## src/rtl/alarme_pkg.sv

```systemverilog
// Shared types and helpers for the alarme_ctrl slice.
// TAMPER (6) is only reachable when ALARME_TAMPER_EN is defined.
package alarme_pkg;

  localparam int ESTADO_W = 3;

  typedef enum logic [ESTADO_W-1:0] {
    DESARMADO  = 3'd0,
    SAIDA      = 3'd1,
    ARMADO     = 3'd2,
    ENTRADA    = 3'd3,
    DISPARADO  = 3'd4,
    SILENCIADO = 3'd5,
    TAMPER     = 3'd6
  } estado_t;

  // Width needed to hold the largest of the three timer reloads.
  function automatic int cnt_w(
    input int t_saida,
    input int t_entrada,
    input int t_sirene
  );
    int m;
    m = t_saida;
    if (t_entrada > m) m = t_entrada;
    if (t_sirene > m) m = t_sirene;
    if (m < 1) return 1;
    return $clog2(m + 1);
  endfunction

endpackage

```

## src/rtl/alarme_temporizador.sv

```systemverilog
// Loadable down-counter shared by the exit, entry and siren timing.
// Saturates at zero; load has priority over decrement.
module alarme_temporizador #(
  parameter int W = 5
) (
  input  logic         clk,
  input  logic         rst,
  input  logic         carregar,
  input  logic         decrementar,
  input  logic [W-1:0] valor,
  output logic         zero
);

  logic [W-1:0] cnt;

  always_ff @(posedge clk or posedge rst) begin
    if (rst) begin
      cnt <= '0;
    end else if (carregar) begin
      cnt <= valor;
    end else if (decrementar && cnt != '0) begin
      cnt <= cnt - W'(1);
    end
  end

  assign zero = (cnt == '0);

endmodule

```

## src/rtl/alarme_ctrl.sv

```systemverilog
// Sequential N-zone alarm controller with exit/entry delays and timed siren.
// Define ALARME_TAMPER_EN to add the tamper input and TAMPER state.
module alarme_ctrl #(
  parameter int N_ZONAS   = 4,
  parameter int T_SAIDA   = 8,
  parameter int T_ENTRADA = 8,
  parameter int T_SIRENE  = 16
) (
  input  logic               clk,
  input  logic               rst,
  input  logic               armar,
  input  logic               desarmar,
`ifdef ALARME_TAMPER_EN
  input  logic               tamper,
`endif
  input  logic [N_ZONAS-1:0] sensores,
  input  logic [N_ZONAS-1:0] mascara,
  output logic               sirene,
  output logic               armado,
  output logic               pendente,
  output logic               falha_arm,
  output logic [N_ZONAS-1:0] memoria,
  output logic [2:0]         estado
);

  import alarme_pkg::*;

  localparam int CW = cnt_w(T_SAIDA, T_ENTRADA, T_SIRENE);

  localparam logic [2:0] S_DES  = DESARMADO;
  localparam logic [2:0] S_SAI  = SAIDA;
  localparam logic [2:0] S_ARM  = ARMADO;
  localparam logic [2:0] S_ENT  = ENTRADA;
  localparam logic [2:0] S_DISP = DISPARADO;
  localparam logic [2:0] S_SIL  = SILENCIADO;
`ifdef ALARME_TAMPER_EN
  localparam logic [2:0] S_TAMP = TAMPER;
`endif

  localparam logic [CW-1:0] V_SAI = CW'(T_SAIDA - 1);
  localparam logic [CW-1:0] V_ENT = CW'(T_ENTRADA - 1);
  localparam logic [CW-1:0] V_SIR = CW'(T_SIRENE - 1);

  localparam logic [N_ZONAS-1:0] ZONA0 = N_ZONAS'(1);

  logic [N_ZONAS-1:0] ativo;
  logic               inst;
  logic               novo;
  logic               zero;

  logic               carregar;
  logic               decrementar;
  logic [CW-1:0]      valor;

  logic [2:0]         estado_n;
  logic [N_ZONAS-1:0] memoria_n;
  logic               falha_n;
  logic               sirene_n;

  assign ativo = sensores & mascara;
  assign inst  = |(ativo & ~ZONA0);
  assign novo  = |(ativo & ~memoria);

  always_comb begin
    estado_n    = estado;
    memoria_n   = memoria;
    falha_n     = 1'b0;
    carregar    = 1'b0;
    decrementar = 1'b0;
    valor       = '0;

    if (desarmar) begin
      estado_n = S_DES;
      carregar = 1'b1;
    end else begin
      unique case (estado)
        S_DES: begin
          if (armar) begin
            if (ativo == '0) begin
              estado_n  = S_SAI;
              carregar  = 1'b1;
              valor     = V_SAI;
              memoria_n = '0;
            end else begin
              falha_n = 1'b1;
            end
          end
        end
        S_SAI: begin
          if (zero) estado_n = S_ARM;
          else decrementar = 1'b1;
        end
        S_ARM: begin
          if (inst) begin
            estado_n  = S_DISP;
            carregar  = 1'b1;
            valor     = V_SIR;
            memoria_n = memoria | ativo;
          end else if (ativo[0]) begin
            estado_n     = S_ENT;
            carregar     = 1'b1;
            valor        = V_ENT;
            memoria_n[0] = 1'b1;
          end
        end
        S_ENT: begin
          if (inst) begin
            estado_n  = S_DISP;
            carregar  = 1'b1;
            valor     = V_SIR;
            memoria_n = memoria | ativo;
          end else if (zero) begin
            estado_n = S_DISP;
            carregar = 1'b1;
            valor    = V_SIR;
          end else begin
            decrementar = 1'b1;
          end
        end
        S_DISP: begin
          memoria_n = memoria | ativo;
          if (zero) estado_n = S_SIL;
          else decrementar = 1'b1;
        end
        S_SIL: begin
          // Only zones not yet latched may restart the siren.
          if (novo) begin
            estado_n  = S_DISP;
            carregar  = 1'b1;
            valor     = V_SIR;
            memoria_n = memoria | ativo;
          end
        end
        default: begin
          estado_n = S_DES;
          carregar = 1'b1;
        end
      endcase
    end

    sirene_n = (estado_n == S_DISP);

`ifdef ALARME_TAMPER_EN
    // Tamper overrides everything, including disarm.
    if (estado == S_TAMP || tamper) begin
      memoria_n   = memoria;
      falha_n     = 1'b0;
      carregar    = 1'b1;
      decrementar = 1'b0;
      valor       = '0;
      sirene_n    = tamper;
      if (estado == S_TAMP && !tamper && desarmar)
        estado_n = S_DES;
      else
        estado_n = S_TAMP;
    end
`endif
  end

  always_ff @(posedge clk or posedge rst) begin
    if (rst) begin
      estado    <= S_DES;
      memoria   <= '0;
      sirene    <= 1'b0;
      falha_arm <= 1'b0;
    end else begin
      estado    <= estado_n;
      memoria   <= memoria_n;
      sirene    <= sirene_n;
      falha_arm <= falha_n;
    end
  end

  assign armado   = estado inside {S_SAI, S_ARM, S_ENT, S_DISP, S_SIL};
  assign pendente = estado inside {S_SAI, S_ENT};

  alarme_temporizador #(
    .W(CW)
  ) u_temp (
    .clk        (clk),
    .rst        (rst),
    .carregar   (carregar),
    .decrementar(decrementar),
    .valor      (valor),
    .zero       (zero)
  );

endmodule
```

## config.mk

```make
export PLATFORM = sky130hd
export DESIGN_NAME = alarme_ctrl
export DESIGN_NICKNAME = d
export VERILOG_FILES = /design/src/rtl/alarme_pkg.sv /design/src/rtl/alarme_temporizador.sv /design/src/rtl/alarme_ctrl.sv
export SDC_FILE = /design/constraint.sdc
export NUM_CORES = 1
export LEC_CHECK = 0
export CORE_ASPECT_RATIO = 1.2
export CORE_MARGIN = 2
export CORE_UTILIZATION = 42
export CTS_BUF_LIST = sky130_fd_sc_hd__clkbuf_16
export DETAILED_ROUTE_END_ITERATION = 6
export PLACE_DENSITY = 0.73
export SKIP_CTS_REPAIR_TIMING = 1
export SYNTH_ARGS = -nofsm -noshare
export SYNTH_HDL_FRONTEND = slang
export SYNTH_SLANG_ARGS = --single-unit
```

## constraint.sdc

```tcl
create_clock -name clk -period 1.8 [get_ports clk]
set_input_delay 0.54 -clock clk [delete_from_list [all_inputs] [get_ports clk]]
set_output_delay 0.54 -clock clk [all_outputs]
set_load 0.01 [all_outputs]
```

==> metrics.csv, run 1 <==
stage,metric,value,unit
worst_setup_path,rr_startpoint,u_temp.cnt[1],
sta,hold_viol_final,0,
outcome,status,finished with violations,
sta,fin_crit,1950,ps
worst_setup_path,cp.required,1910,ps
worst_hold_path,hold_path_class,register to register,
floorplan,die_w,45.8,um
sta,finClkSkew,1.82,ps
detailed_routing,via_per_inst,5.63,
logic_synthesis,synthesis.area,881,um^2
placed_design,portBuffers,22,
cells_and_area,final_core_util,72.8,%
worst_setup_path,crit_arrival,2060,ps
cells_and_area,layout.nets,164,
global_route,antenna_found_initial,0,
global_route,grt_pass1_wl,4.04,mm
clock_network,path_clk_slew,50,ps
cells_and_area,ff_latch_area,350,um^2
cells_and_area,antennaDiodeCount,0,
clock_network,cts_tree,yes,
power,peakVddDrop,0.000571,V
power,powerDensity,743,nW/um^2
clock_network,root_buffer,clkbuf_16,
logic_synthesis,ys.warnings.count,0,
detailed_routing,wl_per_cell,16.6,um
floorplan,dieArea,2480,um^2
worst_setup_path,critPathLaunchType,input port,
placed_design,place_inst,158,
cells_and_area,design_area,1480,um^2
floorplan,io_pins,23,
floorplan,initial_core_util,43.5,%
sta,post-route-period-util,108,%
detailed_routing,post-route-drc-count,0,
cells_and_area,nFillCells,142,
clock_network,numCtsBuffers,3,
sta,totalNegativeSetupSlack,-682,ps
cells_and_area,layout.cells.non_filler,169,
logic_synthesis,yosysSeqAreaShare,39.8,%
outcome,violations,setup timing,
clock_network,clock-sinks,14,
global_route,grt_overflow,0,
sta,rsz0062_at_grt,yes,
detailed_routing,vias,951,
sta,hold_ws,503,ps
logic_synthesis,syn-num-nets,110,
cells_and_area,final_layout_size_suffix_gt1_share,35.6,%
global_route,grt_pass1_vias,889,
sta,worst_pin_slew,350,ps
clock_network,htree_levels,1,
detailed_routing,ant_nets,0,
logic_synthesis,synthCells,96,
floorplan,num_rows,18,
sta,slew_viol_final,0,
worst_setup_path,critPathKind,input port to register,
logic_synthesis,synth_seq_cells,14,
placed_design,dp_hpwl,1.92,mm
placed_design,place_worst_setup_slack,-580,ps
floorplan,core_area,2030,um^2
clock_network,clockBufferDepth,2,
detailed_routing,drt_iter0_drc,20,
sta,setup_viol,6,
power,p_leak,0.776,nW
sta,setup_ws,-150,ps
clock_network,clk_latency,250,ps
cells_and_area,area_delta_synth_final,67.6,%
logic_synthesis,synth_cell_type_count,33,
logic_synthesis,avgSynthCellArea,9.18,um^2
job,maxCapViolations,0,
worst_setup_path,crit_fanout,5,
sta,fmax,0.513,GHz
global_route,grt_max_degree,15,
worst_setup_path,setup.worst_path.end_class,register,
global_route,grt_usage,23.6,%
floorplan,die_y,54.2,um
power,p_total,1.10,mW
placed_design,placed_area,1290,um^2
placed_design,gp_congestion,0.801,
cells_and_area,multi_input_area,552,um^2
detailed_routing,wl,2.81,mm
sta,maxSlewHeadroom,76.5,%
detailed_routing,first_pass_iters,4,
worst_setup_path,cp-startpoint,sensores[1],
worst_hold_path,holdCritStartpoint,memoria[1],
## layout make-up
cell class | instances | area share, %
inverters | 5 | 1.27
clock inverters | 1 | 0.254
flip-flops and latches | 14 | 23.7
well taps | 20 | 1.69
repair buffers | 52 | 30.6
clock buffers | 3 | 5.08
multi-input cells | 74 | 37.4
## Yosys cell counts
library cell	count	area share (%)
dfrtp_1	14	40
a21oi_1	10	5.7
nor2_1	10	4.3
nand2_1	8	3.4
inv_1	5	2.1
a32o_1	4	4.5
nand3b_1	4	3.4
nor2b_1	4	2.8
nor3_1	4	2.3
nor4_1	3	2.1
and2_1	2	1.4
buf_2	2	1.1
ha_1	2	2.8
nor4b_1	2	2.0
o21ai_2	2	2.0
xnor2_1	2	2.0
xor2_1	2	2.0
a211o_2	1	1.1
a21o_1	1	0.85
a222oi_1	1	1.1
a22oi_1	1	0.85
a31oi_1	1	0.71
and2_2	1	0.85
and3_1	1	0.71
clkbuf_1	1	0.43
mux2_2	1	1.3
mux2i_1	1	1.1
nand3_1	1	0.57
nor4_4	1	2.4
o2111ai_1	1	0.99
o2bb2ai_1	1	0.99
o31a_1	1	0.99
or4b_2	1	1.1
## cell families (layout without fill, tap and decap cells)
kind of cell,count (synthesis),count (layout),synth area share (%)
simple gates,42,42,27.4
compound gates,24,24,19.9
flops,14,14,39.8
buf+inv,8,61,3.69
xor+xnor,4,4,3.98
fa+ha+maj,2,2,2.84
mux,2,2,2.41
## placed cells by master, fill, tap and decap left out, types with 3 or more instances in the layout
cell	netlist	routed
a21oi_1	10	9
a32o_1	4	4
buf_4	0	30
clkbuf_16	0	3
clkbuf_2	0	3
clkdlybuf4s50_1	0	10
dfrtp_1	14	14
dlymetal6s2s_1	0	8
inv_1	5	3
nand2_1	8	8
nand3b_1	4	4
nor2_1	10	9
nor2b_1	4	4
nor4_1	3	3
## routing by layer
metal	GRT usage [%]	share of wire (%)	vias to the layer above
li1	-	-	459
met1	26.5	40	458
met2	41.5	52	25
met3	4.70	3.8	9
met4	11.9	3.5	0
met5	0	0	-
## where the power goes
group          internal, mW  switching (mW)  leakage [nW]
registers             0.340          0.0197         0.188
clock network         0.295           0.141        0.0385
logic                 0.169           0.133         0.550
total                 0.804           0.293         0.776
## flip-flops by register name, indices dropped and copies added (netlist names)
name and cells:
u_temp.cnt 5, memoria 4, estado 3, falha_arm 1, sirene 1
## worst paths after layout
path	end	slack, ps	cells past startpoint
worst min-delay path	memoria[1]	500	1
worst min register to register	memoria[1]	500	1
worst max-delay path	u_temp.cnt[1]	-150	7
max in group asynchronous	falha_arm	1040	3
worst max register to register	u_temp.cnt[1]	-40	7
min in group asynchronous	memoria[0]	590	3
## critical path, cell delays in order
cell and delay, ps:
buf_6 90, a222oi_1 340, buf_4 190, o21ai_2 50, o31a_1 310, nor4_4 410, a21oi_1 120
Note: power is estimated with default switching activity, not from simulation.
==> run 2, diff against run 1 <==
- REMOVE_ABC_BUFFERS: unset -> 1
==> run 2 against run 1 <==
  * The flow still finishes with violations (setup timing)
  * Clock power decreased by 4.6%
  * Worst hold slack got worse by 2.0 ps
  * Non-clock buffer count increased by 10
  * Sequential share of layout area decreased by 1.9 points
  * Final area increased by 9.3%
  * Clock-buffer cell count unchanged
==> metrics.csv, run 2 (synthesis results as in run 1) <==
stage,metric,value,unit,change
floorplan,dieArea,2480,um^2,unchanged
cells_and_area,layout.nets,174,,was 164
cells_and_area,final_layout_size_suffix_gt1_share,44.3,%,was 35.6%
sta,setup_viol,10,,was 6
cells_and_area,final_core_util,79.6,%,was 72.8%
cells_and_area,largest_reg_flops,5,,unchanged
worst_setup_path,cp.required,1930,ps,was 1910 ps
global_route,grt_pass1_vias,891,,was 889
worst_hold_path,hold_path_class,register to register,,unchanged
worst_setup_path,crit_arrival,2050,ps,was 2060 ps
floorplan,io_pins,23,,unchanged
cells_and_area,area_delta_synth_final,83.2,%,was 67.6%
global_route,grt_max_degree,15,,unchanged
detailed_routing,wl,2.85,mm,was 2.81 mm
outcome,status,finished with violations,,unchanged
power,seqPwrFrac,31.9,%,was 32.8%
placed_design,dp_hpwl,1.93,mm,was 1.92 mm
clock_network,path_clk_slew,50,ps,about the same
placed_design,portBuffers,22,,unchanged
sta,rsz0062_at_grt,yes,,unchanged
sta,maxSlewHeadroom,62.6,%,was 76.5%
sta,totalNegativeSetupSlack,-721,ps,was -682 ps
sta,fmax,0.520,GHz,was 0.513 GHz
clock_network,cts_tree,yes,,unchanged
power,pwr-share-comb,31.0,%,was 27.5%
global_route,grt_pass1_wl,3.65,mm,was 4.04 mm
sta,slew_viol_final,0,,unchanged
power,powerDensity,695,nW/um^2,was 743 nW/um^2
detailed_routing,ant_nets,0,,unchanged
sta,setup_ws,-125,ps,was -150 ps
detailed_routing,post-route-drc-count,0,,unchanged
cells_and_area,design_area,1610,um^2,was 1480 um^2
placed_design,gp_congestion,0.833,,was 0.801
sta,worst_pin_slew,560,ps,was 350 ps
placed_design,placed_area,1350,um^2,was 1290 um^2
floorplan,num_rows,18,,unchanged
placed_design,place_worst_setup_slack,-680,ps,was -580 ps
clock_network,numCtsBuffers,3,,unchanged
clock_network,clockBufferDepth,2,,unchanged
clock_network,clk_latency,250,ps,about the same
detailed_routing,first_pass_iters,4,,unchanged
power,internal_power,0.830,mW,was 0.804 mW
cells_and_area,layout.cells.most_common,buf_4,,unchanged
sta,post-route-period-util,107,%,was 108%
detailed_routing,drt_iter0_drc,23,,was 20
power,pwr-share-clk,37.0,%,was 39.7%
detailed_routing,via_per_inst,5.63,,about the same
outcome,violations,setup timing,,unchanged
cells_and_area,nFillCells,123,,was 142
sta,hold_viol_final,0,,unchanged
cells_and_area,top_register,u_temp.cnt,,unchanged
power,peakVddDrop,0.00115,V,was 0.000571 V
worst_setup_path,critPathKind,register to register,,was input port to register
floorplan,core_area,2030,um^2,unchanged
power,p_total,1.12,mW,was 1.10 mW
cells_and_area,final_cell_mix,"buf_4, dfrtp_1, clkdlybuf4s50_1",,unchanged
sta,finClkSkew,4.49,ps,was 1.82 ps
power,p_leak,0.841,nW,was 0.776 nW
power,p_sw_share,26.0,%,was 26.7%
worst_setup_path,crit_fanout,3,,was 5
worst_setup_path,setup.worst_path.end_class,register,,unchanged
detailed_routing,vias,1002,,was 951
worst_setup_path,critPathLaunchType,register,,was input port
detailed_routing,wl_per_cell,16.0,um,was 16.6 um
cells_and_area,antennaDiodeCount,0,,unchanged
global_route,grt_overflow,0,,unchanged
power,switchingPower,0.292,mW,was 0.293 mW
sta,fin_crit,1920,ps,was 1950 ps
clock_network,clock-sinks,14,,unchanged
job,maxCapViolations,0,,unchanged
floorplan,die_w,45.8,um,unchanged
global_route,antenna_found_initial,0,,unchanged
floorplan,initial_core_util,43.5,%,unchanged
floorplan,die_y,54.2,um,unchanged
cells_and_area,reg.largest.list,"u_temp.cnt: 5 flops, memoria: 4 flops, estado: 3 flops",,unchanged
clock_network,htree_levels,1,,unchanged
clock_network,root_buffer,clkbuf_16,,unchanged
global_route,grt_usage,20.8,%,was 23.6%
==> run 2: worst paths after layout <==
path                            cells past startpoint            end  slack, ps     startpoint
max in group asynchronous                           2      estado[0]        750            rst
worst max-delay path                                8  u_temp.cnt[3]       -120  u_temp.cnt[0]
worst min-delay path                                1     memoria[0]        500     memoria[0]
min in group asynchronous                           2      falha_arm        650            rst
worst min register to register                      1     memoria[0]        500     memoria[0]
worst max register to register                      8  u_temp.cnt[3]       -120  u_temp.cnt[0]
==> run 2: area by class of cell <==
class,instances,area [um^2],area share [%]
timing repair buffer,62,538,33.3
inverter,5,18.8,1.16
tap,20,25.0,1.55
multi-input combinational,74,606,37.5
sequential,14,352,21.8
clock buffer,3,75.1,4.65
==> run 2: per-stage QoR <==
step	std cells	hold slack [ps]
after global routing	178	524
after CTS	169	504
after detailed placement	166	494
after global placement	166	497
final	178	501
after floorplan	93	429
==> run 2: layer usage <==
metal  wire (um)  vias to the layer above  track usage, %
met5           0                        -               0
met4          78                        0            7.14
met3         112                        6            3.02
met2        1560                       38            42.0
met1        1100                      477            20.6
li1            -                      481               -
==> run 2: power by group through the flow <==
stage	clock, mW	combinational [mW]	sequential [mW]
2_1_floorplan	0	0.109	0.371
3_3_place_gp	0	0.279	0.361
3_5_place_dp	0	0.284	0.361
4_1_cts	0.415	0.286	0.357
5_1_grt	0.428	0.376	0.361
6_report	0.415	0.348	0.358
==> run 2: worst max-delay path, cell delays in order (launching register included) <==
cell and delay [ps]:
dfrtp_1 390, inv_2 80, ha_4 130, or4b_4 500
o21ai_4 170, o31a_1 190, nor4_4 70, buf_4 160
o2bb2ai_2 120
==> run 3, diff against run 2 <==
- CORE_UTILIZATION: 42 -> 54
- DONT_BUFFER_PORTS: unset -> 1
- PLACE_DENSITY: 0.73 -> 0.72
- SKIP_LAST_GASP: unset -> 1
==> run 3 against run 2 <==
  * Largest cell class unchanged
  * Routed wire length fell by 20%
  * Critical endpoint is now u_temp.cnt[4]
  * Global-route usage rose by 5.0 points
  * The run still ends with setup timing left
  * Utilization fell by 8.9 points
  * Highest routed layer unchanged
  * Register-to-register slack improved by 100 ps
==> metrics.csv, run 3 (synthesis results as in run 1) <==
stage,metric,value,unit,change
detailed_routing,ant_nets,0,,unchanged
clock_network,root_buffer,clkbuf_16,,unchanged
sta,maxSlewHeadroom,62.6,%,about the same
cells_and_area,layout.cells.most_common,buf_4,,unchanged
sta,hold_ws,237,ps,was 501 ps
global_route,grt_pass1_wl,3.33,mm,was 3.65 mm
clock_network,clk_latency,240,ps,was 250 ps
sta,post-route-period-util,106,%,was 107%
cells_and_area,reg.largest.list,"u_temp.cnt: 5 flops, memoria: 4 flops, estado: 3 flops",,unchanged
sta,fmax,0.526,GHz,was 0.520 GHz
cells_and_area,top_register,u_temp.cnt,,unchanged
sta,worst_pin_slew,560,ps,about the same
detailed_routing,first_pass_iters,4,,unchanged
worst_setup_path,cpPeakStageDelay,420,ps,was 500 ps
worst_setup_path,rr_worst_depth,8,,unchanged
power,powerDensity,869,nW/um^2,was 695 nW/um^2
global_route,grt_max_degree,15,,unchanged
detailed_routing,wl_per_cell,17.4,um,was 16.0 um
floorplan,num_rows,16,,was 18
worst_setup_path,cpMaxStageDelayCell,a222oi_1,,was or4b_4
sta,slew_viol_final,0,,unchanged
job,maxCapViolations,0,,unchanged
cells_and_area,final_core_util,70.7,%,was 79.6%
sta,setup_viol,6,,was 10
cells_and_area,final_layout_size_suffix_gt1_share,28.3,%,was 44.3%
floorplan,core_area,1580,um^2,was 2030 um^2
floorplan,die_y,48.2,um,was 54.2 um
cells_and_area,ff_latch_area,350,um^2,was 352 um^2
clock_network,numCtsBuffers,3,,unchanged
cells_and_area,layout.nets,129,,was 174
floorplan,io_pins,23,,unchanged
worst_setup_path,setup.worst_path.end_class,register,,unchanged
floorplan,dieArea,1970,um^2,was 2480 um^2
worst_setup_path,rr_startpoint,u_temp.cnt[0],,unchanged
detailed_routing,vias,819,,was 1002
global_route,grt_pass1_vias,809,,was 891
global_route,grt_usage,25.7,%,was 20.8%
worst_setup_path,critPathLaunchType,input port,,was register
power,peakVddDrop,0.000556,V,was 0.00115 V
placed_design,place_inst,126,,was 166
outcome,violations,setup timing,,unchanged
floorplan,initial_core_util,55.7,%,was 43.5%
placed_design,dp_hpwl,1.67,mm,was 1.93 mm
worst_setup_path,cp.required,1980,ps,was 1930 ps
power,p_leak,0.509,nW,was 0.841 nW
clock_network,path_clk_slew,40,ps,was 50 ps
placed_design,gp_congestion,0.900,,was 0.833
power,p_total,0.972,mW,was 1.12 mW
detailed_routing,post-route-drc-count,0,,unchanged
clock_network,cts_tree,yes,,unchanged
sta,setup_ws,-101,ps,was -125 ps
sta,finClkSkew,0.361,ps,was 4.49 ps
worst_setup_path,crit_fanout,5,,was 3
cells_and_area,layout.cells.non_filler,131,,was 178
clock_network,clock-sinks,14,,unchanged
worst_setup_path,worstPathCellList,a222oi_1 > buf_4 > o21ai_2 > o31a_1 > nor4_4 > and2_1,,was inv_2 > ha_4 > or4b_4 > o21ai_4 > o31a_1 > nor4_4 > buf_4 > o2bb2ai_2
global_route,grt_overflow,0,,unchanged
cells_and_area,multi_input_area,524,um^2,was 606 um^2
detailed_routing,via_per_inst,6.25,,was 5.63
sta,hold_viol_final,0,,unchanged
detailed_routing,wl,2.28,mm,was 2.85 mm
sta,rsz0062_at_grt,yes,,unchanged
cells_and_area,antennaDiodeCount,0,,unchanged
global_route,antenna_found_initial,0,,unchanged
outcome,status,finished with violations,,unchanged
placed_design,portBuffers,0,,was 22
cells_and_area,final_cell_mix,"buf_4, dfrtp_1, nor2_1, a21oi_1, nand2_1",,"was buf_4, dfrtp_1, clkdlybuf4s50_1"
worst_setup_path,cp-startpoint,mascara[1],,was u_temp.cnt[0]
detailed_routing,drt_iter0_drc,43,,was 23
clock_network,htree_levels,1,,unchanged
cells_and_area,area_delta_synth_final,27.0,%,was 83.2%
cells_and_area,largest_reg_flops,5,,unchanged
worst_hold_path,hold_path_class,input port to async pin,,was register to register
sta,fin_crit,1900,ps,was 1920 ps
clock_network,clockBufferDepth,2,,unchanged
floorplan,die_w,40.9,um,was 45.8 um
worst_setup_path,crit_arrival,2080,ps,was 2050 ps
worst_setup_path,critPathKind,input port to register,,was register to register
cells_and_area,nFillCells,117,,was 123
==> run 3: changes by cell type in the layout (fill, tap and decap cells not counted), sizes merged <==
cell	change
buf	-24
clkbuf	-3
dlymetal6s2s	-8
clkdlybuf4s50	-10
==> run 3: critical path: cells and delay by family <==
family,cells,cell delay (ps)
AO/OA/AOI/OAI,3,740
AND/OR/NAND/NOR,2,590
buffers and inverters,1,200
==> run 3: metal layers <==
metal	GRT usage [%]	routed length, um	share of wire [%]
met1	28.5	865	38
met2	48.1	1280	56
met3	4.57	123	5.4
met4	8.00	17	0.74
met5	0	0	0
==> run 3: worst paths after layout <==
path	end	slack (ps)
min in group clk	estado[1]	360
hold / removal	memoria[0]	240
max in group asynchronous	u_temp.cnt[2]	1190
setup reg to reg	estado[1]	-20
setup / recovery	u_temp.cnt[4]	-100
hold reg to reg	memoria[0]	580
==> run 3: metrics by stage <==
stage / worst slack (ps) / setup TNS (ps) / area (um^2)
5_1_grt: -160 / -983 / 1120
4_1_cts: -195 / -1170 / 1080
3_5_place_dp: -331 / -2060 / 1000
3_3_place_gp: -221 / -1380 / 1000
2_1_floorplan: -225 / -1120 / 867
6_report: -101 / -492 / 1120
==> run 3: where the power goes <==
group	switching, mW	internal, mW
registers	0.0303	0.340
clock network	0.122	0.290
logic	0.0916	0.0976
==> run 3: final cells by class <==
class                           count  share of cell area [%]
Multi-Input combinational cell     74                    46.9
Sequential cell                    14                    31.3
Timing Repair Buffer               17                    11.4
Clock buffer                        3                    6.71
Tap cell                           18                    2.01
Inverter                            5                    1.68
